===== src/rtl/alu_exec_queue_pkg.sv =====
// ---------------------------------------------------------------------------
// alu_exec_queue_pkg
// Shared defines for the integer execute unit: opcode encoding, default ROB
// tag width and the result value used for opcodes the ALU does not decode.
// No ports (package).
// ---------------------------------------------------------------------------
package alu_exec_queue_pkg;

   localparam int OP_W      = 6;
   localparam int ROB_W_DEF = 4;

   // Result for unrecognised opcodes; sliced down to XLEN by the consumer.
   localparam logic [63:0] NULL_ANS = 64'd0;

   typedef enum logic [OP_W-1:0] {
      OP_NOP   = 6'd0,
      OP_ADD   = 6'd1,
      OP_ADDI  = 6'd2,
      OP_SUB   = 6'd3,
      OP_XOR   = 6'd4,
      OP_XORI  = 6'd5,
      OP_OR    = 6'd6,
      OP_ORI   = 6'd7,
      OP_AND   = 6'd8,
      OP_ANDI  = 6'd9,
      OP_SLL   = 6'd10,
      OP_SLLI  = 6'd11,
      OP_SRL   = 6'd12,
      OP_SRLI  = 6'd13,
      OP_SRA   = 6'd14,
      OP_SRAI  = 6'd15,
      OP_SLT   = 6'd16,
      OP_SLTI  = 6'd17,
      OP_SLTU  = 6'd18,
      OP_SLTIU = 6'd19,
      OP_BEQ   = 6'd20,
      OP_BNE   = 6'd21,
      OP_BLT   = 6'd22,
      OP_BGE   = 6'd23,
      OP_BLTU  = 6'd24,
      OP_BGEU  = 6'd25,
      OP_JALR  = 6'd26
   } opcode_e;

endpackage


===== src/rtl/alu_exec_queue_if.sv =====
// ---------------------------------------------------------------------------
// alu_exec_queue_if
// Issue and broadcast signals of the execute unit.
//   in_valid/in_ready/in_opcode/in_val1/in_val2/in_rob : issue from the RS
//   out_valid/out_grant/out_ans/out_rob/out_op         : head result to CDB
//   out_count                                          : queue occupancy
// slave  = the execute unit; master = RS / CDB arbiter side.
// ---------------------------------------------------------------------------
interface alu_exec_queue_if
   import alu_exec_queue_pkg::*;
#(
   parameter int XLEN  = 32,
   parameter int ROB_W = ROB_W_DEF,
   parameter int DEPTH = 4
);
   logic                    in_valid;
   logic                    in_ready;
   logic [OP_W-1:0]         in_opcode;
   logic [XLEN-1:0]         in_val1;
   logic [XLEN-1:0]         in_val2;
   logic [ROB_W-1:0]        in_rob;
   logic                    out_valid;
   logic                    out_grant;
   logic [XLEN-1:0]         out_ans;
   logic [ROB_W-1:0]        out_rob;
   logic [OP_W-1:0]         out_op;
   logic [$clog2(DEPTH):0]  out_count;

   modport slave (
      input  in_valid, in_opcode, in_val1, in_val2, in_rob, out_grant,
      output in_ready, out_valid, out_ans, out_rob, out_op, out_count
   );

   modport master (
      output in_valid, in_opcode, in_val1, in_val2, in_rob, out_grant,
      input  in_ready, out_valid, out_ans, out_rob, out_op, out_count
   );
endinterface


===== src/rtl/alu_exec_queue_alu_core.sv =====
// ---------------------------------------------------------------------------
// alu_core
// Purely combinational integer ALU: {opcode, val1, val2} -> ans.
//   opcode : shared opcode encoding
//   val1   : first operand
//   val2   : second operand / immediate; low $clog2(XLEN) bits = shift amount
//   ans    : result; branches give 1 when taken, unknown opcodes give 0
// ---------------------------------------------------------------------------
module alu_core
   import alu_exec_queue_pkg::*;
#(
   parameter int XLEN = 32
)(
   input  logic [OP_W-1:0] opcode,
   input  logic [XLEN-1:0] val1,
   input  logic [XLEN-1:0] val2,
   output logic [XLEN-1:0] ans
);
   localparam int SHW = $clog2(XLEN);

   logic [SHW-1:0]  shamt;
   logic [XLEN-1:0] sum;
   logic [XLEN-1:0] diff;
   logic            lt_s;
   logic            lt_u;
   logic            eq;

   assign shamt = val2[SHW-1:0];
   assign sum   = val1 + val2;
   assign diff  = val1 - val2;
   assign lt_s  = $signed(val1) < $signed(val2);
   assign lt_u  = val1 < val2;
   assign eq    = val1 == val2;

   always_comb begin
      ans = NULL_ANS[XLEN-1:0];
      case (opcode)
         OP_ADD,  OP_ADDI:  ans = sum;
         OP_SUB:            ans = diff;
         OP_XOR,  OP_XORI:  ans = val1 ^ val2;
         OP_OR,   OP_ORI:   ans = val1 | val2;
         OP_AND,  OP_ANDI:  ans = val1 & val2;
         OP_SLL,  OP_SLLI:  ans = val1 << shamt;
         OP_SRL,  OP_SRLI:  ans = val1 >> shamt;
         OP_SRA,  OP_SRAI:  ans = XLEN'($signed(val1) >>> shamt);
         OP_SLT,  OP_SLTI:  ans = XLEN'(lt_s);
         OP_SLTU, OP_SLTIU: ans = XLEN'(lt_u);
         OP_BEQ:            ans = XLEN'(eq);
         OP_BNE:            ans = XLEN'(!eq);
         OP_BLT:            ans = XLEN'(lt_s);
         OP_BGE:            ans = XLEN'(!lt_s);
         OP_BLTU:           ans = XLEN'(lt_u);
         OP_BGEU:           ans = XLEN'(!lt_u);
         // Jump target must be halfword aligned: clear bit 0.
         OP_JALR:           ans = sum & {{(XLEN-1){1'b1}}, 1'b0};
         default:           ans = NULL_ANS[XLEN-1:0];
      endcase
   end
endmodule


===== src/rtl/alu_exec_queue.sv =====
// ---------------------------------------------------------------------------
// alu_exec_queue
// Execute unit between reservation station and CDB. Computes one op per
// cycle and queues {ans, rob, opcode} in a DEPTH-entry in-order FIFO until
// the CDB grants the head.
//   clk_in   : clock, rising edge
//   rst_n_in : synchronous active-low reset
//   rdy_in   : global enable; low freezes all state including flush
//   flush_in : discard queued and incoming ops
//   bus      : issue / broadcast signals (slave modport)
// ---------------------------------------------------------------------------
module alu_exec_queue
   import alu_exec_queue_pkg::*;
#(
   parameter int XLEN  = 32,
   parameter int ROB_W = ROB_W_DEF,
   parameter int DEPTH = 4
)(
   input  logic                 clk_in,
   input  logic                 rst_n_in,
   input  logic                 rdy_in,
   input  logic                 flush_in,
   alu_exec_queue_if.slave      bus
);
   localparam int PTR_W = $clog2(DEPTH);
   localparam int CNT_W = PTR_W + 1;

   logic [PTR_W-1:0] head_reg, head_next;
   logic [PTR_W-1:0] tail_reg, tail_next;
   logic [CNT_W-1:0] count_reg, count_next;

   logic [XLEN-1:0]  ans_mem [DEPTH];
   logic [ROB_W-1:0] rob_mem [DEPTH];
   logic [OP_W-1:0]  op_mem  [DEPTH];

   logic [XLEN-1:0]  alu_ans;
   logic             in_ready_int;
   logic             out_valid_int;
   logic             push;
   logic             pop;

   alu_core #(.XLEN(XLEN)) u_alu_core (
      .opcode (bus.in_opcode),
      .val1   (bus.in_val1),
      .val2   (bus.in_val2),
      .ans    (alu_ans)
   );

   // Ready depends only on occupancy, never on out_grant, so a full queue
   // refuses a push even in a cycle where the head is being popped.
   assign in_ready_int  = rdy_in && rst_n_in && (count_reg < CNT_W'(DEPTH));
   assign out_valid_int = count_reg != '0;
   assign push = bus.in_valid && in_ready_int && rdy_in && !flush_in;
   assign pop  = out_valid_int && bus.out_grant && rdy_in && !flush_in;

   always_comb begin
      head_next  = head_reg;
      tail_next  = tail_reg;
      count_next = count_reg;
      if (flush_in) begin
         head_next  = '0;
         tail_next  = '0;
         count_next = '0;
      end else begin
         if (push) tail_next = tail_reg + PTR_W'(1);
         if (pop)  head_next = head_reg + PTR_W'(1);
         case ({push, pop})
            2'b10:   count_next = count_reg + CNT_W'(1);
            2'b01:   count_next = count_reg - CNT_W'(1);
            default: count_next = count_reg;
         endcase
      end
   end

   // rdy_in gates the whole update so a flush waits for the unit to resume.
   always_ff @(posedge clk_in) begin
      if (!rst_n_in) begin
         head_reg  <= '0;
         tail_reg  <= '0;
         count_reg <= '0;
      end else if (rdy_in) begin
         head_reg  <= head_next;
         tail_reg  <= tail_next;
         count_reg <= count_next;
      end
   end

   // Storage entries are cleared on reset so the head reads 0 while empty.
   generate
      for (genvar gi = 0; gi < DEPTH; gi++) begin : g_entry
         always_ff @(posedge clk_in) begin
            if (!rst_n_in) begin
               ans_mem[gi] <= '0;
               rob_mem[gi] <= '0;
               op_mem[gi]  <= '0;
            end else if (push && (tail_reg == PTR_W'(gi))) begin
               ans_mem[gi] <= alu_ans;
               rob_mem[gi] <= bus.in_rob;
               op_mem[gi]  <= bus.in_opcode;
            end
         end
      end
   endgenerate

   assign bus.in_ready  = in_ready_int;
   assign bus.out_valid = out_valid_int;
   assign bus.out_ans   = ans_mem[head_reg];
   assign bus.out_rob   = rob_mem[head_reg];
   assign bus.out_op    = op_mem[head_reg];
   assign bus.out_count = count_reg;
endmodule


===== src/flat_wrapper.sv =====
// flat-port wrapper written by rule: the top's interface ports become plain ports
module alu_exec_queue_flat import alu_exec_queue_pkg::*;
#(
   parameter int XLEN  = 32,
   parameter int ROB_W = ROB_W_DEF,
   parameter int DEPTH = 4
)
  (clk_in, rst_n_in, rdy_in, flush_in, bus_in_valid, bus_in_opcode, bus_in_val1, bus_in_val2, bus_in_rob, bus_out_grant, bus_in_ready, bus_out_valid, bus_out_ans, bus_out_rob, bus_out_op, bus_out_count);
  alu_exec_queue_if #(.XLEN(XLEN), .ROB_W(ROB_W), .DEPTH(DEPTH)) bus_i ();
  input  logic clk_in;
  input  logic rst_n_in;
  input  logic rdy_in;
  input  logic flush_in;
  input wire logic [$bits(bus_i.in_valid)-1:0] bus_in_valid;
  input wire logic [$bits(bus_i.in_opcode)-1:0] bus_in_opcode;
  input wire logic [$bits(bus_i.in_val1)-1:0] bus_in_val1;
  input wire logic [$bits(bus_i.in_val2)-1:0] bus_in_val2;
  input wire logic [$bits(bus_i.in_rob)-1:0] bus_in_rob;
  input wire logic [$bits(bus_i.out_grant)-1:0] bus_out_grant;
  output wire logic [$bits(bus_i.in_ready)-1:0] bus_in_ready;
  output wire logic [$bits(bus_i.out_valid)-1:0] bus_out_valid;
  output wire logic [$bits(bus_i.out_ans)-1:0] bus_out_ans;
  output wire logic [$bits(bus_i.out_rob)-1:0] bus_out_rob;
  output wire logic [$bits(bus_i.out_op)-1:0] bus_out_op;
  output wire logic [$bits(bus_i.out_count)-1:0] bus_out_count;
  assign bus_i.in_valid = bus_in_valid;
  assign bus_i.in_opcode = bus_in_opcode;
  assign bus_i.in_val1 = bus_in_val1;
  assign bus_i.in_val2 = bus_in_val2;
  assign bus_i.in_rob = bus_in_rob;
  assign bus_i.out_grant = bus_out_grant;
  assign bus_in_ready = bus_i.in_ready;
  assign bus_out_valid = bus_i.out_valid;
  assign bus_out_ans = bus_i.out_ans;
  assign bus_out_rob = bus_i.out_rob;
  assign bus_out_op = bus_i.out_op;
  assign bus_out_count = bus_i.out_count;
  alu_exec_queue #(.XLEN(XLEN), .ROB_W(ROB_W), .DEPTH(DEPTH)) u_core (.clk_in(clk_in), .rst_n_in(rst_n_in), .rdy_in(rdy_in), .flush_in(flush_in), .bus(bus_i));
endmodule

===== config.mk =====
export PLATFORM = sky130hd
export DESIGN_NAME = alu_exec_queue_flat
export DESIGN_NICKNAME = d
export VERILOG_FILES = /design/src/rtl/alu_exec_queue_pkg.sv /design/src/rtl/alu_exec_queue_if.sv /design/src/rtl/alu_exec_queue_alu_core.sv /design/src/rtl/alu_exec_queue.sv /design/src/flat_wrapper.sv
export SDC_FILE = /design/constraint.sdc
export NUM_CORES = 1
export LEC_CHECK = 0
export CAP_MARGIN = 10
export CORE_ASPECT_RATIO = 1.1
export CORE_MARGIN = 2
export CORE_UTILIZATION = 40
export CTS_BUF_LIST = sky130_fd_sc_hd__clkbuf_2 sky130_fd_sc_hd__clkbuf_4 sky130_fd_sc_hd__clkbuf_8
export CTS_CLUSTER_DIAMETER = 150
export CTS_CLUSTER_SIZE = 8
export DETAILED_ROUTE_END_ITERATION = 12
export GPL_TIMING_DRIVEN = 0
export SKIP_LAST_GASP = 1
export SLEW_MARGIN = 20
export SYNTH_ARGS = -nofsm -noshare
export SYNTH_HDL_FRONTEND = slang
export SYNTH_SLANG_ARGS = --single-unit

===== constraint.sdc =====
create_clock -name clk_in -period 5.72 [get_ports clk_in]
set_input_delay 0.858 -clock clk_in [delete_from_list [all_inputs] [get_ports clk_in]]
set_output_delay 0.858 -clock clk_in [all_outputs]
set_load 0.05 [all_outputs]

* Yosys cells after proc, flatten, opt, wreduce, memory -nomap -nowiden *
Memory sizes are Yosys's and may differ from the RTL's. A register that Yosys moved wholly into a read port is not among the register bits.
Index checks and enable logic that the tools add are counted.

word-level totals
  bits of input ports = 80
  logic and storage cells = 136
  register bits after elaboration = 7
  RAM bits = 168
  memories kept = 3
  latch bits = 0
  bits in read-only memories = 0

memories
  name            depth  bits a word  read ports  clocked after memory_dff  write ports  RTL line              text
  u_core.ans_mem  4      32           1           1                         4            alu_exec_queue.sv:32  logic [XLEN-1:0] ans_mem [DEPTH];
  u_core.op_mem   4      6            1           1                         4            alu_exec_queue.sv:34  logic [OP_W-1:0] op_mem [DEPTH];
  u_core.rob_mem  4      4            1           1                         4            alu_exec_queue.sv:33  logic [ROB_W-1:0] rob_mem [DEPTH];

cells by class
  div/mod/pow operators = 0
  add/subtract/negate cells = 6
  reductions and logical operators = 33
  bitwise gates (word level) = 15
  multipliers = 0
  muxes and demuxes = 38
  order comparisons = 3
  eq/ne operators = 32
  shift-type cells = 3

operators by type and width
  cell                                                  count
  one-hot mux 32 bit (15 select lines)                  1
  two-way mux 32 bit                                    4
  equality test 6 x 5 -> 1 bit (second input constant)  11
  less-than comparator 32 bit                           2
  equality test 6 x 4 -> 1 bit (second input constant)  8
  adder 32 bit                                          1
  bitwise AND 32 bit                                    1
  equality test 32 bit                                  1
  OR 32 bit                                             1
  << shifter 32 x 5 -> 32 bit                           1
  >> shifter 32 x 5 -> 32 bit                           1
  >>> shifter 32 x 5 -> 32 bit                          1
  subtractor 32 bit                                     1
  bitwise XOR 32 bit                                    1
  equality test 6 x 3 -> 1 bit (second input constant)  4
  two-way mux 6 bit                                     4
  two-way mux 2 bit                                     10
  two-way mux 4 bit                                     4
  OR reduction 2 bit                                    7
  two-way mux 1 bit                                     13
  equality test 6 x 2 -> 1 bit (second input constant)  2
  logical AND 1 bit                                     12
  OR 1 bit                                              12
  equality test 2 bit (second input constant)           3
  other kinds (14)                                      24

* Logic depth before layout (Yosys ltp) *
Gate-level depths: netlist of the first run.

  depth in word-level cells = 10
  mapped depth = 16

* Cells and area by module *
A second synthesis of the first run with hierarchy kept.

unflattened totals
  cell total of the unflattened synthesis = 1827
  area, all modules = 16792.4 µm²

by module, submodules not included
  module          cells an instance  area an instance (µm²)  instances
  alu_core        1337               9007.4                  1
  alu_exec_queue  490                7785.0                  1

* Worst setup path before layout of the first run *
OpenSTA, ideal clock, no wires.

  path kind = input -> register
  start = in bus_in_val2[3]
  end = mem u_core.ans_mem[0][15] (data pin)
  data arrival time = 4.304 ns
  cell stages on the path = 14
  required time = 5.454 ns
  path slack = 1.150 ns
  cell sequence = clkbuf_1 > inv_1 > buf_2 > clkbuf_1 > buf_1 > ha_1 > buf_2 > nor4_1 > o311ai_0 > a32o_1 > o31a_1 > a221o_1 > a221oi_2 > nor2_1

RTL lines
  element      RTL line              text
  from (decl)  flat_wrapper.sv:17    input wire logic [$bits(bus_i.in_val2)-1:0] bus_in_val2;
  to (decl)    alu_exec_queue.sv:32

==> results of run 1 <==
where the power goes:
part	switching (W)	internal, W
registers	0.0000116	0.00146
clock network	0.000512	0.000320
logic	0.000906	0.000429
kinds of logic (layout without fill, tap and decap cells):
logic type,Yosys count,in the layout,synth area share (%)
compound gates,511,511,20.7
buf+inv,248,404,6.07
mux,146,146,16.2
fa+ha+maj,104,104,7.83
simple gates,638,638,17.6
xor+xnor,13,13,0.674
flops,177,177,30.9
through the flow:
step           setup WS [ns]  util, %  total power, W
2_1_floorplan           1.15        -         0.00226
3_3_place_gp           -1.32     45.4         0.00278
3_5_place_dp           -1.20     45.6         0.00278
4_1_cts               0.0284     46.5         0.00360
5_1_grt              0.00474     46.6         0.00376
6_report              0.0662     46.6         0.00364
area by class of cell:
type / count / area [um2]
Tap cell: 560 / 701
Sequential cell: 177 / 5230
Clock inverter: 15 / 149
Timing Repair Buffer: 126 / 1260
Inverter: 109 / 409
Buffer: 137 / 622
Multi-Input combinational cell: 1412 / 10700
Clock buffer: 17 / 234
Fill cell: 4161 / 22100
Yosys cell counts, drive strengths merged (7+ instances only):
cell,instances
o31ai,16
nor4,19
o22ai,7
dfxtp,9
nand3,27
mux2,15
o2111ai,11
mux2i,34
o21ai,109
o21a,7
o211ai,22
nor2b,24
and3,33
a22oi,17
o221ai,15
ha,101
edfxtp,168
xnor2,12
inv,109
nand4,15
a211oi,25
nand2,110
a21oi,131
or2,8
o21bai,13
clkbuf,82
a221oi,24
a221o,11
nand2b,10
nor2,293
a31oi,13
or3,15
a2111oi,11
nor3,38
a21o,16
and2,20
a211o,10
mux4,97
buf,57
repair_timing:
action	in CTS	in global routing
gates resized for setup	2	12
buffers inserted	0	0
pin swaps	0	0
setup endpoints to repair	96	30
hold buffers	0	0
worst min-delay path, stage by stage (launching register included):
cell	delay [ns]
dfxtp_1	0.36
o21ai_0	0.08
a21boi_0	0.07
worst paths after layout:
kind / start / to / slack (ns) / cells after the start
setup / recovery: bus_in_val2[4] / u_core.ans_mem[0][20] / 0.07 / 14
hold / removal: u_core.bus.out_count[2] / u_core.bus.out_count[2] / 0.55 / 2
setup reg to reg: u_core.bus.out_count[2] / u_core.ans_mem[2][8] / 2.63 / 7
hold reg to reg: u_core.bus.out_count[2] / u_core.bus.out_count[2] / 0.55 / 2
layer usage:
metal  global-route usage (%)  wire (um)  vias to the layer above  share of wire (%)
li1                         -          -                     7248                  -
met4                     14.6       3720                        2                4.6
met1                     49.7      33500                     8353                 41
met3                     8.42       7840                      181                9.7
met2                     57.6      36000                      998                 44
met5                        0          8                        -             0.0099
==> flow_summary.ini, run 1 <==
[outcome]
outcome = finished clean

[detailed_routing]
route.detailed.vias_per_inst = 6.57
detailedRoute.firstPassIterationCount = 8
drt_iter0_drc = 2060
routed_wire_length_per_instance_um = 31.7
final_antenna_net_count = 0
detailroute.via_count = 16800
totalWireLength_um = 81000
drcViolationCount = 0

[synthesis]
synthDistinctLibCells = 90
ys_seq_elements = 177
netlist_instances = 1837
number_of_synthesized_flops_with_an_enable_pin = 168
synth.cell_area_um2 = 16900
syn-num-nets = 2021
synthFlopType = edfxtp_1
synth.top_cells.by_area = edfxtp_1 30%, mux4_2 11%, ha_1 7.5%
synth.yosys.warnings = 0
synthDominantCellAreaShare_pct = 29.8
post_synth.cell_area_avg_um2 = 9.20
yosys.area.top_type = edfxtp_1
synth_sequential_area_ratio_pct = 30.9
async_reset_ff_share_pct = 0

[clock_tree]
tritoncts = yes
total_clock_buffers_created_by_cts = 17
cts.root.buffer_cell = clkbuf_8
cts_max_path_buffers = 2
cts.reportedPaths.clkPinSlew_ns = 0.10
numClockSinks = 177
htree_levels = 4
worst_skew_pair.late_latency_ns = 0.51

[global_routing]
number_of_global_route_vias_before_repair = 16300
grt.overflow.total = 0
pin_count_of_the_biggest_net_entering_global_routing = 43
grt.total_usage_pct = 37.0
antenna_found_initial = 2
grt_first_pass_wirelength_um = 115000

[power_and_ir_drop]
irDropWorstVdd_v = 0.000151
p_leak_nw = 7.20
power_density_nw_per_um2 = 188

[worst_setup_path]
critical_path.n_buffers_inverters = 5
cpPeakStageDelay_ns = 0.77
worstPathArrival_ns = 5.89
timing.critical_path.cells = clkdlybuf4s50_1, buf_1, inv_1, buf_1, ha_1, buf_2, nor2_1, a2111oi_0, a211o_1, nand4b_1, a21oi_2, o221ai_1, a211oi_1, nor2_1
cpMaxStageDelayCell = a211oi_1
setup.worst_path.start_class = input pin
critPathTopFamily = compound AO/OA/AOI/OAI gates
data_required_critical_path_ns = 5.96
crit_path_end_kind = flip-flop
critPathMaxFanout = 11
timing_worst_setup_path_type = in -> reg

[final_layout]
mostFrequentLayoutCell = nor2_1
syn_to_final_growth_pct = 14.4
fin_area_um2 = 19300
fraction_of_layout_cells_with_a_size_suffix_above_1_pct = 11.4
num-nets-final = 2164
most_used_cells_in_the_layout_excluding_fill_and_tap_cells = 292 x nor2_1, 168 x edfxtp_1, 126 x a21oi_1
antenna_cells_inserted = 0
final-instance-count-excl-fill = 2553
largest_register_ffs = 128
largest_registers = u_core.ans_mem (128), u_core.op_mem (24), u_core.rob_mem (16)
top_register = u_core.ans_mem

[placed_design]
placement.cell_area_um2 = 18900
place.gp.congestion = 1.05
dp_cells = 2523
port_buffers = 124
hpwlAfterDp_um = 65000

[sta]
worst_slew_pin_slew_ns = 1.19
report.final.setup_viol = 0
final_period_minus_worst_setup_slack_ns = 5.65
timing.max_slew.rel_slack_pct = 19.9
rsz0062_at_grt = false
final.setup.tns_ns = 0
max_clock_freq_ghz = 0.177
final-hold-violation-count = 0
timing.hold.ws_ns = 0.555
slew_violations = 0
finClkSkew_ns = 0.0152
post-route-period-util_pct = 98.8

[die]
y_dimension_of_the_die_um = 220
core-area_um2 = 41500
ioPinCount = 127
initial_core_utilization_pct = 40.8
die_w_um = 200
floorplan.die_area_um2 = 43900
std_cell_rows = 78

[run]
maxCapViolations = 0

[worst_hold_path]
holdCritPathClass = reg -> reg
Power figures use the tool's default switching activity.
==> inputs of run 2 (changes only) <==
Settings changed: RECOVER_POWER set to 50.
==> flow_summary.ini, run 2 (synthesized netlist as in run 1, its figures left out) <==
[power_and_ir_drop]
power_frac_clock_pct = 23.0
power.sequential.fraction_pct = 40.4
power_switching_share_pct = 39.3
irDropWorstVdd_v = 0.000153
combPwrFrac_pct = 36.6
totalPowerFinal_w = 0.00364
cell_internal_pwr_w = 0.00221
power.switching_w = 0.00143
power_density_nw_per_um2 = 189
p_leak_nw = 7.22

[global_routing]
grt.overflow.total = 0
number_of_global_route_vias_before_repair = 16300
pin_count_of_the_biggest_net_entering_global_routing = 43
grt.total_usage_pct = 37.0
grt_first_pass_wirelength_um = 115000
antenna_found_initial = 2

[placed_design]
placement.cell_area_um2 = 18900
place.gp.congestion = 1.05
dp_cells = 2523
hpwlAfterDp_um = 65000
port_buffers = 124

[detailed_routing]
route.detailed.vias_per_inst = 6.60
drt_iter0_drc = 2087
drcViolationCount = 0
final_antenna_net_count = 0
detailroute.via_count = 16900
detailedRoute.firstPassIterationCount = 5
routed_wire_length_per_instance_um = 31.7
totalWireLength_um = 80800

[sta]
post-route-period-util_pct = 99.2
timing.max_slew.rel_slack_pct = -46.8
report.final.setup_viol = 0
rsz0062_at_grt = false
worst_slew_pin_slew_ns = 2.20
finClkSkew_ns = 0.0166
slew_violations = 172
final_period_minus_worst_setup_slack_ns = 5.68
final-hold-violation-count = 0
max_clock_freq_ghz = 0.176

[final_layout]
top_register = u_core.ans_mem
antenna_cells_inserted = 0
final-instance-count-excl-fill = 2553
largest_registers = u_core.ans_mem (128), u_core.op_mem (24), u_core.rob_mem (16)
filler_cell_count = 4166
fin_area_um2 = 19300
post-route-util_pct = 46.6
largest_register_ffs = 128
fraction_of_layout_cells_with_a_size_suffix_above_1_pct = 11.2
most_used_cells_in_the_layout_excluding_fill_and_tap_cells = 292 x nor2_1, 168 x edfxtp_1, 126 x a21oi_1
mostFrequentLayoutCell = nor2_1
num-nets-final = 2164
syn_to_final_growth_pct = 14.2

[die]
ioPinCount = 127
core-area_um2 = 41500
initial_core_utilization_pct = 40.8
die_w_um = 200
floorplan.die_area_um2 = 43900
y_dimension_of_the_die_um = 220
std_cell_rows = 78

[worst_setup_path]
data_required_critical_path_ns = 5.96
critPathMaxFanout = 11
crit_path_end_kind = flip-flop
setup.worst_path.start_class = input pin
timing_worst_setup_path_type = in -> reg
worstPathArrival_ns = 5.91

[outcome]
failed_checks = max-capacitance violations, max-slew violations
outcome = finished with violations

[run]
maxCapViolations = 4

[clock_tree]
total_clock_buffers_created_by_cts = 17
tritoncts = yes
ctsHoldBuffers = 0
cts.root.buffer_cell = clkbuf_8
numClockSinks = 177
cts_setup_buffers = 0
cts.reportedPaths.clkPinSlew_ns = 0.10
cts_max_path_buffers = 2
htree_levels = 4
worst_skew_pair.late_latency_ns = 0.52

[worst_hold_path]
holdCritPathClass = reg -> reg
-- run 2: metal layers --
layer,wire length [um],vias to the layer above,GRT usage [%]
li1,-,7249,-
met1,33500,8436,49.7
met2,35900,986,57.6
met3,7730,179,8.42
met4,3720,2,14.6
met5,8,-,0
-- run 2: layout make-up --
| cell class | instances | area [um2] | share of cell area, % |
|---|---|---|---|
| timing repair buffer | 126 | 1260 | 6.51 |
| clock buffer | 17 | 234 | 1.21 |
| buffer | 137 | 622 | 3.22 |
| tap | 560 | 701 | 3.63 |
| inverter | 109 | 409 | 2.12 |
| sequential | 177 | 5230 | 27.1 |
| multi-input combinational | 1412 | 10700 | 55.5 |
| clock inverter | 15 | 149 | 0.771 |
-- run 2: critical path: stages --
cell             delay [ns]
clkdlybuf4s50_1        0.64
buf_1                  0.46
inv_1                  0.25
buf_1                  0.47
ha_1                   0.47
buf_2                  0.23
nor2_1                 0.13
a2111oi_0              0.42
a211o_1                0.25
nand4b_1               0.25
a21oi_2                0.41
o221ai_1               0.19
a211oi_1               0.79
nor2_1                 0.08
-- run 2: through the flow --
step | setup TNS [ns] | hold WS [ns] | setup slack, ns
finish | 0 | 0.544 | 0.0430
global route | 0 | 0.623 | 0.00474
CTS | 0 | 0.551 | 0.0284
detailed placement | -87.29 | 0.538 | -1.20
global placement | -102.41 | 0.516 | -1.32
floorplan | 0 | 0.502 | 1.15
-- run 2: what timing repair did --
action / 4_1_cts / 5_1_grt
resized for setup: 2 / 12
pin swaps: 0 / 0
hold endpoints to repair: 0 / 0
setup endpoints to repair: 96 / 30
-- run 2: path summary, 6_finish.rpt --
path | startpoint | to | slack, ns | depth (start not counted)
max reg2reg | u_core.bus.out_count[2] | u_core.ans_mem[2][8] | 1.49 | 7
min reg2reg | u_core.bus.out_count[2] | u_core.bus.out_count[2] | 0.54 | 2
min | u_core.bus.out_count[2] | u_core.bus.out_count[2] | 0.54 | 2
max | bus_in_val2[4] | u_core.ans_mem[0][20] | 0.04 | 14
-- run 2: power groups by stage --
stage | Sequential, W | Clock, W | Combinational, W
3_3_place_gp | 0.00150 | 0 | 0.00128
3_5_place_dp | 0.00150 | 0 | 0.00128
6_report | 0.00147 | 0.000837 | 0.00133
5_1_grt | 0.00148 | 0.000893 | 0.00139
4_1_cts | 0.00147 | 0.000849 | 0.00128
2_1_floorplan | 0.00150 | 0 | 0.000765
==> inputs of run 3 (changes only) <==
Settings changed: CORE_ASPECT_RATIO 1.1 to not set.
==> flow_summary.ini, run 3 (synthesized netlist as in run 1, its figures left out) <==
[outcome]
outcome = finished with violations
failed_checks = max-capacitance violations, max-slew violations

[placed_design]
hpwlAfterDp_um = 67000
place.gp.congestion = 1.05
preCtsSetupSlack_ns = -1.53
port_buffers = 124
placement.cell_area_um2 = 18900

[worst_setup_path]
critPathMaxFanout = 19
worstPathArrival_ns = 5.81
crit_path_end_kind = flip-flop
data_required_critical_path_ns = 5.93
setup.worst_path.start_class = input pin
timing_worst_setup_path_type = in -> reg
timing.reg2reg.worst_path_depth = 7
internal_reg_to_reg_setup_slack_ns = 1.57

[sta]
timing.final.ws_setup_ns = 0.118
slew_violations = 172
report.final.setup_viol = 0
final.setup.tns_ns = 0
post-route-period-util_pct = 97.9
final-hold-violation-count = 0
finClkSkew_ns = 0.0217
worst_slew_pin_slew_ns = 2.13
final_period_minus_worst_setup_slack_ns = 5.60
max_clock_freq_ghz = 0.178
rsz0062_at_grt = false
timing.max_slew.rel_slack_pct = -42.1

[global_routing]
grt_first_pass_wirelength_um = 117000
grt.total_usage_pct = 37.4
pin_count_of_the_biggest_net_entering_global_routing = 43
grt.overflow.total = 0
number_of_global_route_vias_before_repair = 16200
antenna_found_initial = 4

[clock_tree]
cts.root.buffer_cell = clkbuf_8
worst_skew_pair.late_latency_ns = 0.50
cts_max_path_buffers = 2
total_clock_buffers_created_by_cts = 17
ctsHoldBuffers = 0
htree_levels = 4
numClockSinks = 177
tritoncts = yes
cts.reportedPaths.clkPinSlew_ns = 0.11

[detailed_routing]
drt_iter0_drc = 2282
detailedRoute.firstPassIterationCount = 9
final_antenna_net_count = 0
route.detailed.vias_per_inst = 6.69
routed_wire_length_per_instance_um = 32.9
drcViolationCount = 0
totalWireLength_um = 83400
detailroute.via_count = 17000

[power_and_ir_drop]
totalPowerFinal_w = 0.00366
p_leak_nw = 7.23
power_density_nw_per_um2 = 189
irDropWorstVdd_v = 0.000126

[final_layout]
post-route-util_pct = 46.2
largest_registers = u_core.ans_mem (128), u_core.op_mem (24), u_core.rob_mem (16)
largest_register_ffs = 128
syn_to_final_growth_pct = 14.4
most_used_cells_in_the_layout_excluding_fill_and_tap_cells = 293 x nor2_1, 168 x edfxtp_1, 126 x a21oi_1
mostFrequentLayoutCell = nor2_1
top_register = u_core.ans_mem
fin_area_um2 = 19300
num-nets-final = 2165
fraction_of_layout_cells_with_a_size_suffix_above_1_pct = 11.4

[die]
die_w_um = 210
floorplan.die_area_um2 = 43900
initial_core_utilization_pct = 40.4
std_cell_rows = 75
core-area_um2 = 41900
ioPinCount = 127
y_dimension_of_the_die_um = 210

[worst_hold_path]
worstHoldPathCells = 2
holdCritPathClass = reg -> reg

[run]
maxCapViolations = 4
-- run 3: layer usage --
metal / vias to the layer above / track usage [%] / part of all wire (%)
met5: - / 0 / 0.016
met4: 2 / 18.6 / 5.7
met3: 219 / 8.02 / 9.4
met2: 1077 / 59.3 / 45
met1: 8428 / 48.7 / 40
li1: 7243 / - / -
-- run 3: layout make-up --
cell class | count | area [um2]
fillers | 4144 | 22500
well taps | 539 | 674
repair buffers | 128 | 1270
diodes | 3 | 7.51
inverters | 109 | 409
multi-input cells | 1412 | 10800
clock inverters | 14 | 121
plain buffers | 136 | 619
flip-flops and latches | 177 | 5230
clock buffers | 18 | 241
-- run 3: repair_timing --
item                       in CTS  in global routing
hold endpoints to repair        0                  0
gates resized for setup         4                 17
buffers inserted                0                  0
setup endpoints to repair     100                 53
pin swaps                       0                  0
-- run 3: metrics by stage --
stage / hold slack [ns] / instances
after floorplan: 0.502 / 1837
after global placement: 0.507 / 2500
after detailed placement: 0.523 / 2504
after CTS: 0.534 / 2533
after global routing: 0.588 / 2535
final: 0.532 / 2536
-- run 3: power breakdown --
group          internal [W]  switching, W  leakage (nW)
clock              0.000320      0.000502         0.182
combinational      0.000433      0.000928          5.23
sequential          0.00146     0.0000116          1.82
-- run 3: worst max-delay path, cell delays in order --
cell and delay [ns]:
clkdlybuf4s50_1 0.55, clkbuf_2 0.30, inv_1 0.25, clkbuf_4 0.34
clkbuf_2 0.35, ha_1 0.38, buf_4 0.17, o21bai_1 0.12
a2111oi_0 0.56, a211o_1 0.20, nand4b_1 0.22, a21oi_2 0.39
o221ai_1 0.19, a211oi_1 0.82, nor2_1 0.09
-- run 3: final timing paths --
kind,end,startpoint
setup / recovery,u_core.ans_mem[2][20],bus_in_val2[2]
hold / removal,u_core.bus.out_count[2],u_core.bus.out_count[2]
setup reg to reg,u_core.ans_mem[0][8],u_core.bus.out_count[2]
hold reg to reg,u_core.bus.out_count[2],u_core.bus.out_count[2]
==> edit 1: new RTL, settings of run 2 <==
`DEPTH` is set to 4 in 3 places; all go to 8.
--- a/src/rtl/alu_exec_queue_if.sv
+++ b/src/rtl/alu_exec_queue_if.sv
@@ -11,7 +11,7 @@
 #(
    parameter int XLEN  = 32,
    parameter int ROB_W = ROB_W_DEF,
-   parameter int DEPTH = 4
+   parameter int DEPTH = 8
 );
    logic                    in_valid;
    logic                    in_ready;
--- a/src/rtl/alu_exec_queue.sv
+++ b/src/rtl/alu_exec_queue.sv
@@ -14,7 +14,7 @@
 #(
    parameter int XLEN  = 32,
    parameter int ROB_W = ROB_W_DEF,
-   parameter int DEPTH = 4
+   parameter int DEPTH = 8
 )(
    input  logic                 clk_in,
    input  logic                 rst_n_in,
--- a/src/flat_wrapper.sv
+++ b/src/flat_wrapper.sv
@@ -3,7 +3,7 @@
 #(
    parameter int XLEN  = 32,
    parameter int ROB_W = ROB_W_DEF,
-   parameter int DEPTH = 4
+   parameter int DEPTH = 8
 )
   (clk_in, rst_n_in, rdy_in, flush_in, bus_in_valid, bus_in_opcode, bus_in_val1, bus_in_val2, bus_in_rob, bus_out_grant, bus_in_ready, bus_out_valid, bus_out_ans, bus_out_rob, bus_out_op, bus_out_count);
   alu_exec_queue_if #(.XLEN(XLEN), .ROB_W(ROB_W), .DEPTH(DEPTH)) bus_i ();
Ports: changed (resized bus_out_count); port bits go from 127 to 128. The function was not compared with the original's and may differ.
==> edit 1 against run 2 <==
The run still ends with capacitance limit, slew limit left; total power increased by 67%; utilization decreased by 1.1 points; global-route usage decreased by 5.5 points; clock power increased by 110%; maximum frequency increased by 0.95%; setup slack improved by 0.053 ns; final area increased by 41%; wire length increased by 24%; area after synthesis increased by 42%; sequential cell count increased by 172; largest power group unchanged.
==> edit 1: results (changes against run 2) <==
- Dpl hpwl: 76200 um (+17%)
- CTS resizes: 4 (+2)
- Seq/Total Area, Yosys: 0.431 (+0.122)
- Distinct cells, synth: 97 (+7.8%)
- Final Power: 6.09 mW (+67%)
- Metal3 WL: 6550 um (-15%)
- Largest regs: u_core.ans_mem: 256 flops, u_core.op_mem: 48 flops, u_core.rob_mem: 32 flops
- Clk buf depth: 3 (+1)
- Clock group: 1.73 mW (+110%)
- Met1 wire length: 36900 um (+10%)
- Max_cap viols: 1 (-3)
- Drt initial violations: 2066 (-1.0%)
- DR vias: 21.0k (+24%)
- Net Count, Synth: 2544 (+26%)
- WL met2: 49600 um (+38%)
- Grt met1 use: 0.368 (-0.129)
- Pin count of the biggest net entering global routing: 43 (unchanged)
- Worst r2r dst: u_core.ans_mem[6][2]$_SDFFCE_PN0P_
- Highest metal used: met4
- Gp weighted congestion: 1.09 (+4.0%)
- Total GRT Usage: 0.315 (-0.0549)
- Crit path DAT: 5.95 ns (+0.04 ns)
- Final Max Slew Viols: 9 (-95%)
- Crit Path Max Fanout: 12 (+1)
- Hold WS: 0.552 ns (+0.00811 ns)
- Synth top cells by count: 432 x nor2_1, 336 x edfxtp_1, 170 x nand2_1
- Compound-gate portion of the synthesized area: 0.158 (-0.0483)
- R2r startpoint: u_core.bus.out_count[3]$_SDFFE_PN0P_
- Actual slew at the worst max-slew pin: 1.55 ns (-0.649 ns)
- Mux contribution to synthesized area: 0.147 (-0.0157)
- Met3 usage in global routing: 0.0320 (-0.0521)
- Critical Path Start: bus_in_val2[1]
- FILL cells: 5719 (+37%)
- P_seq: 2.91 mW (+98%)
- Peak VDD IR: 0.153 mV (-0.45%)
- Postcts setup bufs: 1 (+1)
- Num rows: 94 (+21%)
- Clock Skew: 0.0260 ns (+0.00943 ns)
- Share of cells above drive strength 1: 0.129 (+0.0172)
- Failing checks: capacitance limit, slew limit
- Routed WL: 100000 um (+24%)
- Leak: 9.98 nW (+38%)
- Pre-antenna DRT Iters: 6 (+1)
- Nets@finish: 2727 (+26%)
- Total CTS buffers: 49 (+32)
- First-pass GRT wire length: 141000 um (+23%)
- Crit path to: u_core.ans_mem[7][23]$_SDFFCE_PN0P_
- Port Buf Inserts: 123 (-0.81%)
- H-tree depth: 2 (-2)
- Hold Path Depth: 1 (-1)
- R2r setup slk: 1.47 ns (-0.02 ns)
- P_sw: 1.91 mW (+34%)
- Hold path startpoint: u_core.head_reg[2]$_SDFFE_PN0P_
- Status: finished, violations left
- Worst-skew pair later-pin latency: 0.61 ns (+0.09 ns)
- Post-Synth XOR/XNOR Area: 0.00365 (-0.00309)
- CP peak stage delay: 0.64 ns (-0.15 ns)
- Synth Area in Adders: 0.0577 (-0.0206)
- EDFF count, synth: 336 (+100%)
- Leading post-synthesis cells by cell area: edfxtp_1 42%, mux4_2 9.3%, nor2_1 6.7%, ha_1 5.5%, a21oi_1 3.0%
==> edit 1: cell count changes after synthesis, sizes merged, moves of 10 or more <==
cell    delta
and2      +10
and3      +18
mux2      +42
o21ai     +10
nor2     +143
inv       -13
edfxtp   +168
nand2     +61
nor4      -10
mux2i     +31
a21oi     +18
clkbuf    +38
==> edit 1: cell type report <==
| type | instances | share of cell area |
|---|---|---|
| Inverter | 99 | 0.0137 |
| Clock inverter | 2 | 0.000507 |
| Clock buffer | 59 | 0.0279 |
| Tap cell | 768 | 0.0354 |
| Sequential cell | 349 | 0.381 |
| Buffer | 173 | 0.0267 |
| Multi-Input combinational cell | 1733 | 0.466 |
| Timing Repair Buffer | 133 | 0.0483 |
| Antenna cell | 3 | 0.000277 |
==> edit 1: metrics by stage <==
| stage | setup TNS [ns] | area (um2) |
|---|---|---|
| after floorplan | 0 | 24000 |
| after global placement | -177.36 | 26200 |
| after detailed placement | -126.68 | 26400 |
| after CTS | 0 | 27200 |
| after global routing | 0 | 27100 |
| final | 0 | 27100 |
==> edit 2: new RTL, settings of run 2 <==
Without the edit above. Remove the case item `OP_SLL,  OP_SLLI` of the case on `opcode`.
--- a/src/rtl/alu_exec_queue_alu_core.sv
+++ b/src/rtl/alu_exec_queue_alu_core.sv
@@ -40,7 +40,6 @@
          OP_XOR,  OP_XORI:  ans = val1 ^ val2;
          OP_OR,   OP_ORI:   ans = val1 | val2;
          OP_AND,  OP_ANDI:  ans = val1 & val2;
-         OP_SLL,  OP_SLLI:  ans = val1 << shamt;
          OP_SRL,  OP_SRLI:  ans = val1 >> shamt;
          OP_SRA,  OP_SRAI:  ans = XLEN'($signed(val1) >>> shamt);
          OP_SLT,  OP_SLTI:  ans = XLEN'(lt_s);
Formal check against the unedited RTL: not equivalent (a bounded check fails within 4 cycles, from zero or initial values and one cycle with rst_n_in low).
==> edit 2 against run 2 <==
The flow still finishes with violations (capacitance limit, slew limit); first-iteration DRC count shrank 24%; area after synthesis fell by 12%; count of clock-buffer cells in the layout increased by 1; total power is 9.7% lower; global-route usage decreased by 5.4 points; setup slack gained 0.068 ns; sequential cell count unchanged; final cell count is 12% lower; final area shrank 11%; non-clock buffer count down 28; critical path type unchanged; die area shrank 12%; wire length fell by 24%; maximum frequency is 1.2% higher.
==> edit 2: results (changes against run 2) <==
- Synth top cells by count: 233 x nor2_1, 168 x edfxtp_1, 110 x nand2_1
- Grt met1 use: 0.402 (-0.0954)
- Root Buffer: clkbuf_8
- First-pass GRT wire length: 89800 um (-22%)
- Slew margin rel.: -0.420 (+0.0479)
- Gp weighted congestion: 0.995 (-4.9%)
- Distinct cells, synth: 92 (+2.2%)
- Total CTS buffers: 17 (unchanged)
- Net Count, Synth: 1782 (-12%)
- Failing checks: capacitance limit, slew limit
- GR Layer Usage met2: 0.526 (-0.0498)
- Worst-skew pair later-pin latency: 0.47 ns (-0.05 ns)
- Max_cap viols: 4 (unchanged)
- Total GRT Usage: 0.316 (-0.0538)
- Period utilization: 0.981 (-0.0119)
- Crit path to: u_core.ans_mem[0][30]$_SDFFCE_PN0P_
- Hold Path Class: flop to flop
- Clock Skew: 0.00806 ns (-0.00849 ns)
- Pre-antenna DRT Iters: 6 (+1)
- Met3 usage in global routing: 0.0426 (-0.0416)
- Clk pin slew, worst setup/hold paths: 0.09 ns
- Seq/Total Area, Yosys: 0.352 (+0.0432)
- Synth warnings: 0 (unchanged)
- Initial antenna violation count: 1 (-1)
- Wire per inst: 27.3 um (-14%)
- Largest regs: u_core.ans_mem: 128 flops, u_core.op_mem: 24 flops, u_core.rob_mem: 16 flops
- Crit Path Max Fanout: 19 (+8)
- EDFF count, synth: 168 (unchanged)
- Peak VDD IR: 0.114 mV (-26%)
- R2r startpoint: u_core.bus.out_count[2]$_SDFFE_PN0P_
- Clk buf depth: 2 (unchanged)
- Critical Path Start: bus_in_val2[2]
- Drt initial violations: 1577 (-24%)
- H-tree depth: 4 (unchanged)
- Vias in the first global route: 13.7k (-16%)
- Port Buf Inserts: 124 (unchanged)
- Via density: 6.25 (-5.3%)
- Final Max Slew Viols: 172 (unchanged)
- Dpl hpwl: 47300 um (-27%)
- Leading post-synthesis cells by cell area: edfxtp_1 34%, mux4_2 9.4%, ha_1 8.4%, nor2_1 5.9%, a21oi_1 3.6%
- Share of cells above drive strength 1: 0.0899 (-0.0220)
- Worst slack, placed: -1.08 ns (+0.117 ns)
- Crit path DAT: 5.81 ns (-0.10 ns)
- Nets@finish: 1927 (-11%)
- Leak: 6.48 nW (-10%)
- Status: finished, violations left
- Worst r2r dst: u_core.ans_mem[0][9]$_SDFFCE_PN0P_
==> edit 2: worst min-delay path by stage <==
| stage | end | cells after the start | from | slack [ns] |
|---|---|---|---|---|
| 2_1_floorplan | flop | 2 | u_core.head_reg[1]$_SDFFE_PN0P_ | 0.50 |
| 3_3_place_gp | u_core.bus.out_count[2]$_SDFFE_PN0P_ | 2 | u_core.bus.out_count[2]$_SDFFE_PN0P_ | 0.52 |
| 3_5_place_dp | u_core.head_reg[1]$_SDFFE_PN0P_ | 2 | u_core.head_reg[1]$_SDFFE_PN0P_ | 0.53 |
| 4_1_cts | flop | 2 | u_core.head_reg[1]$_SDFFE_PN0P_ | 0.54 |
| 5_1_grt | u_core.bus.out_count[2]$_SDFFE_PN0P_ | 2 | u_core.bus.out_count[2]$_SDFFE_PN0P_ | 0.59 |
| 6_report | u_core.bus.out_count[2]$_SDFFE_PN0P_ | 2 | u_core.bus.out_count[2]$_SDFFE_PN0P_ | 0.54 |
==> edit 2: worst max-delay path: stages <==
cell and delay [ns]:
clkdlybuf4s50_1 0.74, inv_1 0.22, clkbuf_4 0.32, buf_2 0.29
ha_1 0.33, clkbuf_1 0.30, a21oi_1 0.16, o21ai_1 0.47
a22oi_2 0.26, o211ai_1 0.54, o211ai_1 0.30, a311oi_1 0.45
o311a_1 0.23, a32o_1 0.24, nor2_1 0.07
==> edit 2: report_power, final <==
part	switching [mW]	internal (mW)
sequential	0.0117	1.46
combinational	0.702	0.343
clock	0.460	0.311
==> edit 2: kinds of logic after synthesis <==
kind of cell,after synthesis,synth area share
AO/OA/AOI/OAI,426,0.198
XOR/XNOR,8,0.00472
adder cells (fa/ha/maj),103,0.0884
buffers and inverters,214,0.0560
flip-flops,177,0.352
multiplexers,90,0.114
AND/OR/NAND/NOR,581,0.186
==> edit 2: through the flow <==
step / instances / instance area [um2]
after floorplan: 1599 / 14800
after global placement: 2210 / 16700
after detailed placement: 2211 / 16700
after CTS: 2244 / 17200
after global routing: 2244 / 17200
final: 2245 / 17200
==> edit 2: layout make-up <==
type	count	area (um2)
Multi-Input combinational cell	1208	8890
Fill cell	3596	19200
Antenna cell	1	2.50
Clock buffer	18	241
Tap cell	487	609
Clock inverter	14	109
Sequential cell	177	5230
Buffer	108	435
Timing Repair Buffer	127	1260
Inverter	105	394
==> edit 2: repair_timing <==
item                       4_1_cts  5_1_grt
hold buffers                     0        0
resized for setup               14        4
setup buffers                    2        0
pin swaps                        1        0
gates cloned                     0        0
setup endpoints to repair       83       26
==> edit 2: metal layers <==
metal  share of wire  vias up
met1            0.40     6850
met3           0.070      181
li1                -     6285
met4           0.059        0
met5               0        -
met2            0.47      712
